### src/rtl/de2_115_sopc_st_packet_arbiter.sv
// -----------------------------------------------------------------------------
// de2_115_sopc_st_packet_arbiter
//
// Two-input Avalon-ST packet arbiter sharing one downstream stream. Arbitration
// is round-robin at packet granularity: once the first beat of a packet is
// accepted the grant is held until its endofpacket beat is accepted, so packets
// never interleave. The output is a single registered pipeline stage with an
// out_channel sideband naming the source input.
//
// Ports:
//   clk, reset_n            clock, asynchronous active-low reset
//   inN_ready (out)         input N may transfer this cycle (ready latency 0)
//   inN_valid/data/error/startofpacket/endofpacket/empty (in)   sink N
//   out_ready (in)          downstream ready
//   out_valid/data/error/startofpacket/endofpacket/empty (out)  registered source
//   out_channel (out)       source input (0/1) of the current out beat
//
// Optional feature, enabled by defining DE2_115_SOPC_ST_PACKET_ARBITER_PKT_CNT_EN:
//   clr_cnt (in)            zeroes both packet counters (wins over increment)
//   pkt_cnt0/pkt_cnt1 (out) per-input count of accepted EOP beats, wrapping
// -----------------------------------------------------------------------------
module de2_115_sopc_st_packet_arbiter #(
    parameter int DATA_WIDTH  = 32,
    parameter int ERROR_WIDTH = 6,
    parameter int EMPTY_WIDTH = 2,
    parameter int CNT_WIDTH   = 16
) (
    input  logic                   clk,
    input  logic                   reset_n,

    output logic                   in0_ready,
    input  logic                   in0_valid,
    input  logic [DATA_WIDTH-1:0]  in0_data,
    input  logic [ERROR_WIDTH-1:0] in0_error,
    input  logic                   in0_startofpacket,
    input  logic                   in0_endofpacket,
    input  logic [EMPTY_WIDTH-1:0] in0_empty,

    output logic                   in1_ready,
    input  logic                   in1_valid,
    input  logic [DATA_WIDTH-1:0]  in1_data,
    input  logic [ERROR_WIDTH-1:0] in1_error,
    input  logic                   in1_startofpacket,
    input  logic                   in1_endofpacket,
    input  logic [EMPTY_WIDTH-1:0] in1_empty,

    input  logic                   out_ready,
    output logic                   out_valid,
    output logic [DATA_WIDTH-1:0]  out_data,
    output logic [ERROR_WIDTH-1:0] out_error,
    output logic                   out_startofpacket,
    output logic                   out_endofpacket,
    output logic [EMPTY_WIDTH-1:0] out_empty,
    output logic                   out_channel
`ifdef DE2_115_SOPC_ST_PACKET_ARBITER_PKT_CNT_EN
    ,
    input  logic                   clr_cnt,
    output logic [CNT_WIDTH-1:0]   pkt_cnt0,
    output logic [CNT_WIDTH-1:0]   pkt_cnt1
`endif
);

    // Payload layout: {data, error, empty, sop, eop}; eop is bit 0.
    localparam int PW = DATA_WIDTH + ERROR_WIDTH + EMPTY_WIDTH + 2;

    typedef enum logic {
        IDLE = 1'b0,
        BUSY = 1'b1
    } state_t;

    state_t          state_reg, state_next;
    logic            grant_reg, grant_next;
    logic            last_grant_reg, last_grant_next;

    logic            out_valid_reg;
    logic [PW-1:0]   out_payload_reg;
    logic            out_channel_reg;

    logic [1:0]      in_valid;
    logic [1:0]      in_ready;
    logic [PW-1:0]   in_payload [2];
    logic            can_load;
    logic            sel;
    logic            xfer;
    logic            xfer_eop;

    assign in_valid      = {in1_valid, in0_valid};
    assign in_payload[0] = {in0_data, in0_error, in0_empty, in0_startofpacket, in0_endofpacket};
    assign in_payload[1] = {in1_data, in1_error, in1_empty, in1_startofpacket, in1_endofpacket};
    assign in0_ready     = in_ready[0];
    assign in1_ready     = in_ready[1];

    // The output stage can take a new beat when empty or draining this cycle.
    assign can_load = !out_valid_reg || out_ready;

    // Next-state / ready logic. Arbitration only happens in IDLE, so a packet
    // following an EOP can at the earliest start on the next cycle.
    always_comb begin
        state_next      = state_reg;
        grant_next      = grant_reg;
        last_grant_next = last_grant_reg;
        sel             = grant_reg;
        in_ready        = '0;

        case (state_reg)
            IDLE: begin
                if (in_valid == 2'b11) begin
                    sel = ~last_grant_reg;
                end else begin
                    sel = in_valid[1];
                end
                if (in_valid != 2'b00) begin
                    in_ready[sel] = can_load;
                end
            end
            BUSY: begin
                in_ready[grant_reg] = can_load;
            end
            default: begin
                in_ready = '0;
            end
        endcase

        xfer     = in_valid[sel] && in_ready[sel];
        xfer_eop = xfer && in_payload[sel][0];

        if (xfer) begin
            if (xfer_eop) begin
                state_next      = IDLE;
                last_grant_next = sel;
            end else begin
                state_next = BUSY;
                grant_next = sel;
            end
        end
    end

    always_ff @(posedge clk or negedge reset_n) begin
        if (!reset_n) begin
            state_reg      <= IDLE;
            grant_reg      <= 1'b0;
            last_grant_reg <= 1'b1;   // input 0 wins the first contention
        end else begin
            state_reg      <= state_next;
            grant_reg      <= grant_next;
            last_grant_reg <= last_grant_next;
        end
    end

    always_ff @(posedge clk or negedge reset_n) begin
        if (!reset_n) begin
            out_valid_reg   <= 1'b0;
            out_payload_reg <= '0;
            out_channel_reg <= 1'b0;
        end else if (xfer) begin
            out_valid_reg   <= 1'b1;
            out_payload_reg <= in_payload[sel];
            out_channel_reg <= sel;
        end else if (out_ready) begin
            out_valid_reg   <= 1'b0;
        end
    end

    assign out_valid   = out_valid_reg;
    assign out_channel = out_channel_reg;
    assign {out_data, out_error, out_empty, out_startofpacket, out_endofpacket} = out_payload_reg;

`ifdef DE2_115_SOPC_ST_PACKET_ARBITER_PKT_CNT_EN
    for (genvar gi = 0; gi < 2; gi++) begin : g_pkt_cnt
        logic [CNT_WIDTH-1:0] cnt_reg;

        always_ff @(posedge clk or negedge reset_n) begin
            if (!reset_n) begin
                cnt_reg <= '0;
            end else if (clr_cnt) begin
                cnt_reg <= '0;
            end else if (xfer_eop && (sel == 1'(gi))) begin
                cnt_reg <= cnt_reg + CNT_WIDTH'(1);
            end
        end
    end

    assign pkt_cnt0 = g_pkt_cnt[0].cnt_reg;
    assign pkt_cnt1 = g_pkt_cnt[1].cnt_reg;
`else
    // CNT_WIDTH only sizes the counters; this empty block merely consumes it
    // so the counter-less build has no dangling parameter.
    if (CNT_WIDTH < 1) begin : g_cnt_width_unused
    end
`endif

endmodule

### config.mk
export PLATFORM = sky130hd
export DESIGN_NAME = de2_115_sopc_st_packet_arbiter
export DESIGN_NICKNAME = d
export VERILOG_FILES = /design/src/rtl/de2_115_sopc_st_packet_arbiter.sv
export SDC_FILE = /design/constraint.sdc
export NUM_CORES = 1
export LEC_CHECK = 0
export CAP_MARGIN = 20
export CORE_MARGIN = 3
export CORE_UTILIZATION = 37
export CTS_BUF_LIST = sky130_fd_sc_hd__clkbuf_16
export DETAILED_ROUTE_END_ITERATION = 8
export GPL_TIMING_DRIVEN = 1
export PLACE_DENSITY = 0.8
export SYNTH_ARGS = -nofsm -noshare
export SYNTH_HDL_FRONTEND = slang
export SYNTH_SLANG_ARGS = --single-unit
### constraint.sdc
create_clock -name clk -period 1.9 [get_ports clk]
set_input_delay 0.475 -clock clk [delete_from_list [all_inputs] [get_ports clk]]
set_output_delay 0.475 -clock clk [all_outputs]
set_load 0.05 [all_outputs]
==> out/summary.json <==
{
  "outcome": {
    "run_status": "completed"
  },
  "job": {
    "max_cap_violations": 0
  },
  "route": {
    "drt-total-wl_um": 5860,
    "routed-via-count": 2039,
    "drtAntennaViolNets": 0,
    "drt_iter0_drc": 68,
    "wire_per_inst_um": 13.6,
    "firstDrtPassIters": 4,
    "drt_drc_violations_left": 0,
    "vias_per_cell": 4.74
  },
  "sta": {
    "finalSetupViolCount": 0,
    "worst_pin_slew_ns": 0.406,
    "slew_violations": 0,
    "finalClockSkew_ns": 0.00610,
    "post-route-period-util": 0.971,
    "finalHoldWorstSlack_ns": 0.171,
    "timing_hold_violations_final": 0,
    "timing.max_slew.rel_slack": 0.730,
    "period_needed_ns": 1.85,
    "achievable-frequency_mhz": 542,
    "unrepaired_setup_endpoints_after_global_routing": "true"
  },
  "global_route": {
    "grt.met3_usage": 0.0701,
    "track_usage": 0.168,
    "via_count_of_the_first_global_routing_pass": 2003,
    "global_route.overflow_total": 0,
    "grt_use_met1": 0.213,
    "grt.busiest_layer": "met2",
    "grt_pass1_wl_um": 9650,
    "gr-usage-met2": 0.270,
    "grt_start_max_net_pins": 48,
    "antenna_found_initial": 0
  },
  "floorplan": {
    "site_rows": 27,
    "total_die_area_um2": 6970,
    "core-area_um2": 5640,
    "ios": 135,
    "die_h_um": 83.5,
    "floorplan.initialDensity": 0.394,
    "chipWidth_um": 83.5
  },
  "synth": {
    "synth-main-ff-cell": "dfrtp_1",
    "avg_synthesized_cell_area_um2": 10.5,
    "synth_fp_nets": 300,
    "count_of_flip_flops_with_a_built_in_enable_after_synthesis": 0,
    "synth.cell_area_um2": 2220,
    "netlist_instances": 211,
    "synth.ff_latch_count": 47,
    "synth_top_area_share": 0.518,
    "netlist.top_cell.by_area": "dfrtp_1",
    "distinct_cells_synth": 23,
    "leading_post_synthesis_cells_by_cell_area": "dfrtp_1 (52%), mux2i_1 (19%), o21ai_1 (9.5%)",
    "synth_async_sr_flop_share": 1.00,
    "yosysWarningCount": 0,
    "synth_seq_area_share": 0.530
  },
  "critical_path": {
    "critPathCaptureType": "output port",
    "crit_path_end": "in0_ready",
    "crit_cells": 4,
    "slowest_stage": "dfstp_2",
    "worstRegToRegCells": 7,
    "critical_path_buf_inv_count": 1,
    "endpoint_of_the_worst_slack_reg_to_reg_timing_path": "out_payload_reg[11]$_DFFE_PN0P_",
    "critPathRequiredTime_ns": 1.42,
    "reg_to_reg_setup_timing_slack_ns": 0.23,
    "crit_chain": "nand2b_1 -> nand3b_1 -> a21oi_2 -> buf_12",
    "cp.arrival_ns": 1.37,
    "slowest_delay_ns": 0.57,
    "path_max_fanout": 5,
    "path_delay_family": "flip-flops",
    "timing.setup.critical_path_class": "reg -> out",
    "critical_path.startpoint_type": "flip-flop",
    "critPathLaunch": "last_grant_reg$_DFFE_PN1P_",
    "r2r_start": "last_grant_reg$_DFFE_PN1P_"
  },
  "layout": {
    "final_nets": 446,
    "antenna_cells_inserted": 0,
    "syn2layout_area_growth_pct": 72.1,
    "fillCellCount": 456,
    "post_route_cells_drive_above_1_share": 0.223,
    "final_core_util": 0.678,
    "largest_reg_flops": 42
  },
  "clock_network": {
    "clock_latency_on_the_worst_skew_pair_ns": 0.28,
    "clk_pin_slew_worst_paths_ns": 0.06,
    "ctsHtreeMaxLevel": 2,
    "ctsRootBufferMaster": "clkbuf_16",
    "clk_path_buf_depth": 2,
    "clock_sink_count": 47,
    "cts_buffers": 5,
    "tritoncts": "built",
    "number_of_hold_buffers_added_after_cts": 0
  },
  "pwr": {
    "internal_power_mw": 3.77,
    "logic_pwr_share": 0.642,
    "p_leak_nw": 1.83,
    "p_clk_frac": 0.113,
    "power.density_nw_per_um2": 1920,
    "power_spent_charging_and_discharging_nets_mw": 3.56,
    "peak_supply_drop_mv": 1.06,
    "power_frac_seq": 0.245,
    "power.share.switching": 0.485,
    "fin_total_pwr_mw": 7.32
  },
  "placement": {
    "io_buffers": 134,
    "post-dp-hpwl_um": 4670,
    "gp_routability_congestion": 0.841
  },
  "min_path": {
    "hp-class": "in -> async"
  }
}
## metrics by stage
stage	TNS (ns)	setup slack (ns)	instance area (um^2)	instances
after floorplan	0	0.00964	2230	211
after global placement	-5.53	-0.161	3670	421
after detailed placement	-8.46	-0.234	3670	421
after CTS	0	0.0244	3820	430
after global routing	-0.0320	-0.0320	3820	430
final	0	0.0544	3820	430
## cell usage after synthesis (2+ instances only)
master and instances:
inv_1 3, nand2b_1 3, nor2b_1 2, nand3b_1 2, o21ai_1 42, mux2i_1 43, nand2_1 45, buf_4 5
clkbuf_1 5, buf_6 3, dfrtp_1 46
## metal layers
layer / routed length, um / part of all wire
met5: 0 / 0
met4: 45 / 0.0077
met3: 637 / 0.11
met2: 2740 / 0.47
met1: 2430 / 0.42
## cells by family (layout without fill, tap and decap cells)
group	after synthesis	count (layout)	share of synthesized area
AND/OR/NAND/NOR	54	54	0.101
AO/OA/AOI/OAI	49	49	0.122
buffers and inverters	17	164	0.0479
multiplexers	44	44	0.199
flip-flops	47	47	0.530
## how the worst min path moves through the flow
| stage | start | to | slack [ns] | cells after the start |
|---|---|---|---|---|
| 5_1_grt | reset_n | out_payload_reg[40]$_DFFE_PN0P_ | 0.20 | 2 |
| 2_1_floorplan | reset_n | grant_reg$_DFFE_PN0P_ | 0.18 | 0 |
| 6_report | reset_n | out_payload_reg[8]$_DFFE_PN0P_ | 0.17 | 2 |
| 4_1_cts | reset_n | out_payload_reg[13]$_DFFE_PN0P_ | 0.18 | 2 |
| 3_5_place_dp | reset_n | out_payload_reg[8]$_DFFE_PN0P_ | 0.48 | 2 |
| 3_3_place_gp | out_payload_reg[15]$_DFFE_PN0P_ | out_payload_reg[15]$_DFFE_PN0P_ | 0.47 | 2 |
## cell usage in the layout, fill, tap and decap left out, types with 2 or more instances in the layout
master	instances
clkdlybuf4s50_1	85
buf_4	58
dfrtp_1	46
nand2_1	45
mux2i_1	43
o21ai_1	42
buf_12	6
clkbuf_16	5
inv_1	4
nand2b_1	3
nand3b_1	2
dlygate4sd2_1	2
## what timing repair did
item	in CTS	in global routing
setup buffers	1	0
pin swaps	1	1
resized for setup	4	0
cloned	0	0
endpoints found under the setup margin	2	1
## power by group through the flow
stage	Clock (mW)	Sequential, mW	Combinational [mW]
after floorplan	0	3.40	1.52
after global placement	0	1.80	4.65
after detailed placement	0	1.81	4.72
after CTS	0.849	1.80	4.76
after global routing	0.897	1.86	4.99
final	0.827	1.79	4.70
## area by class of cell
type,instances,area [um^2],share of cell area
Timing Repair Buffer,153,1440,0.377
Sequential cell,47,1180,0.308
Multi-Input combinational cell,147,962,0.252
Clock buffer,5,125,0.0327
Tap cell,72,90.1,0.0236
Clock inverter,3,16.3,0.00426
Inverter,3,11.3,0.00295
(Power assumes the default switching activity.)
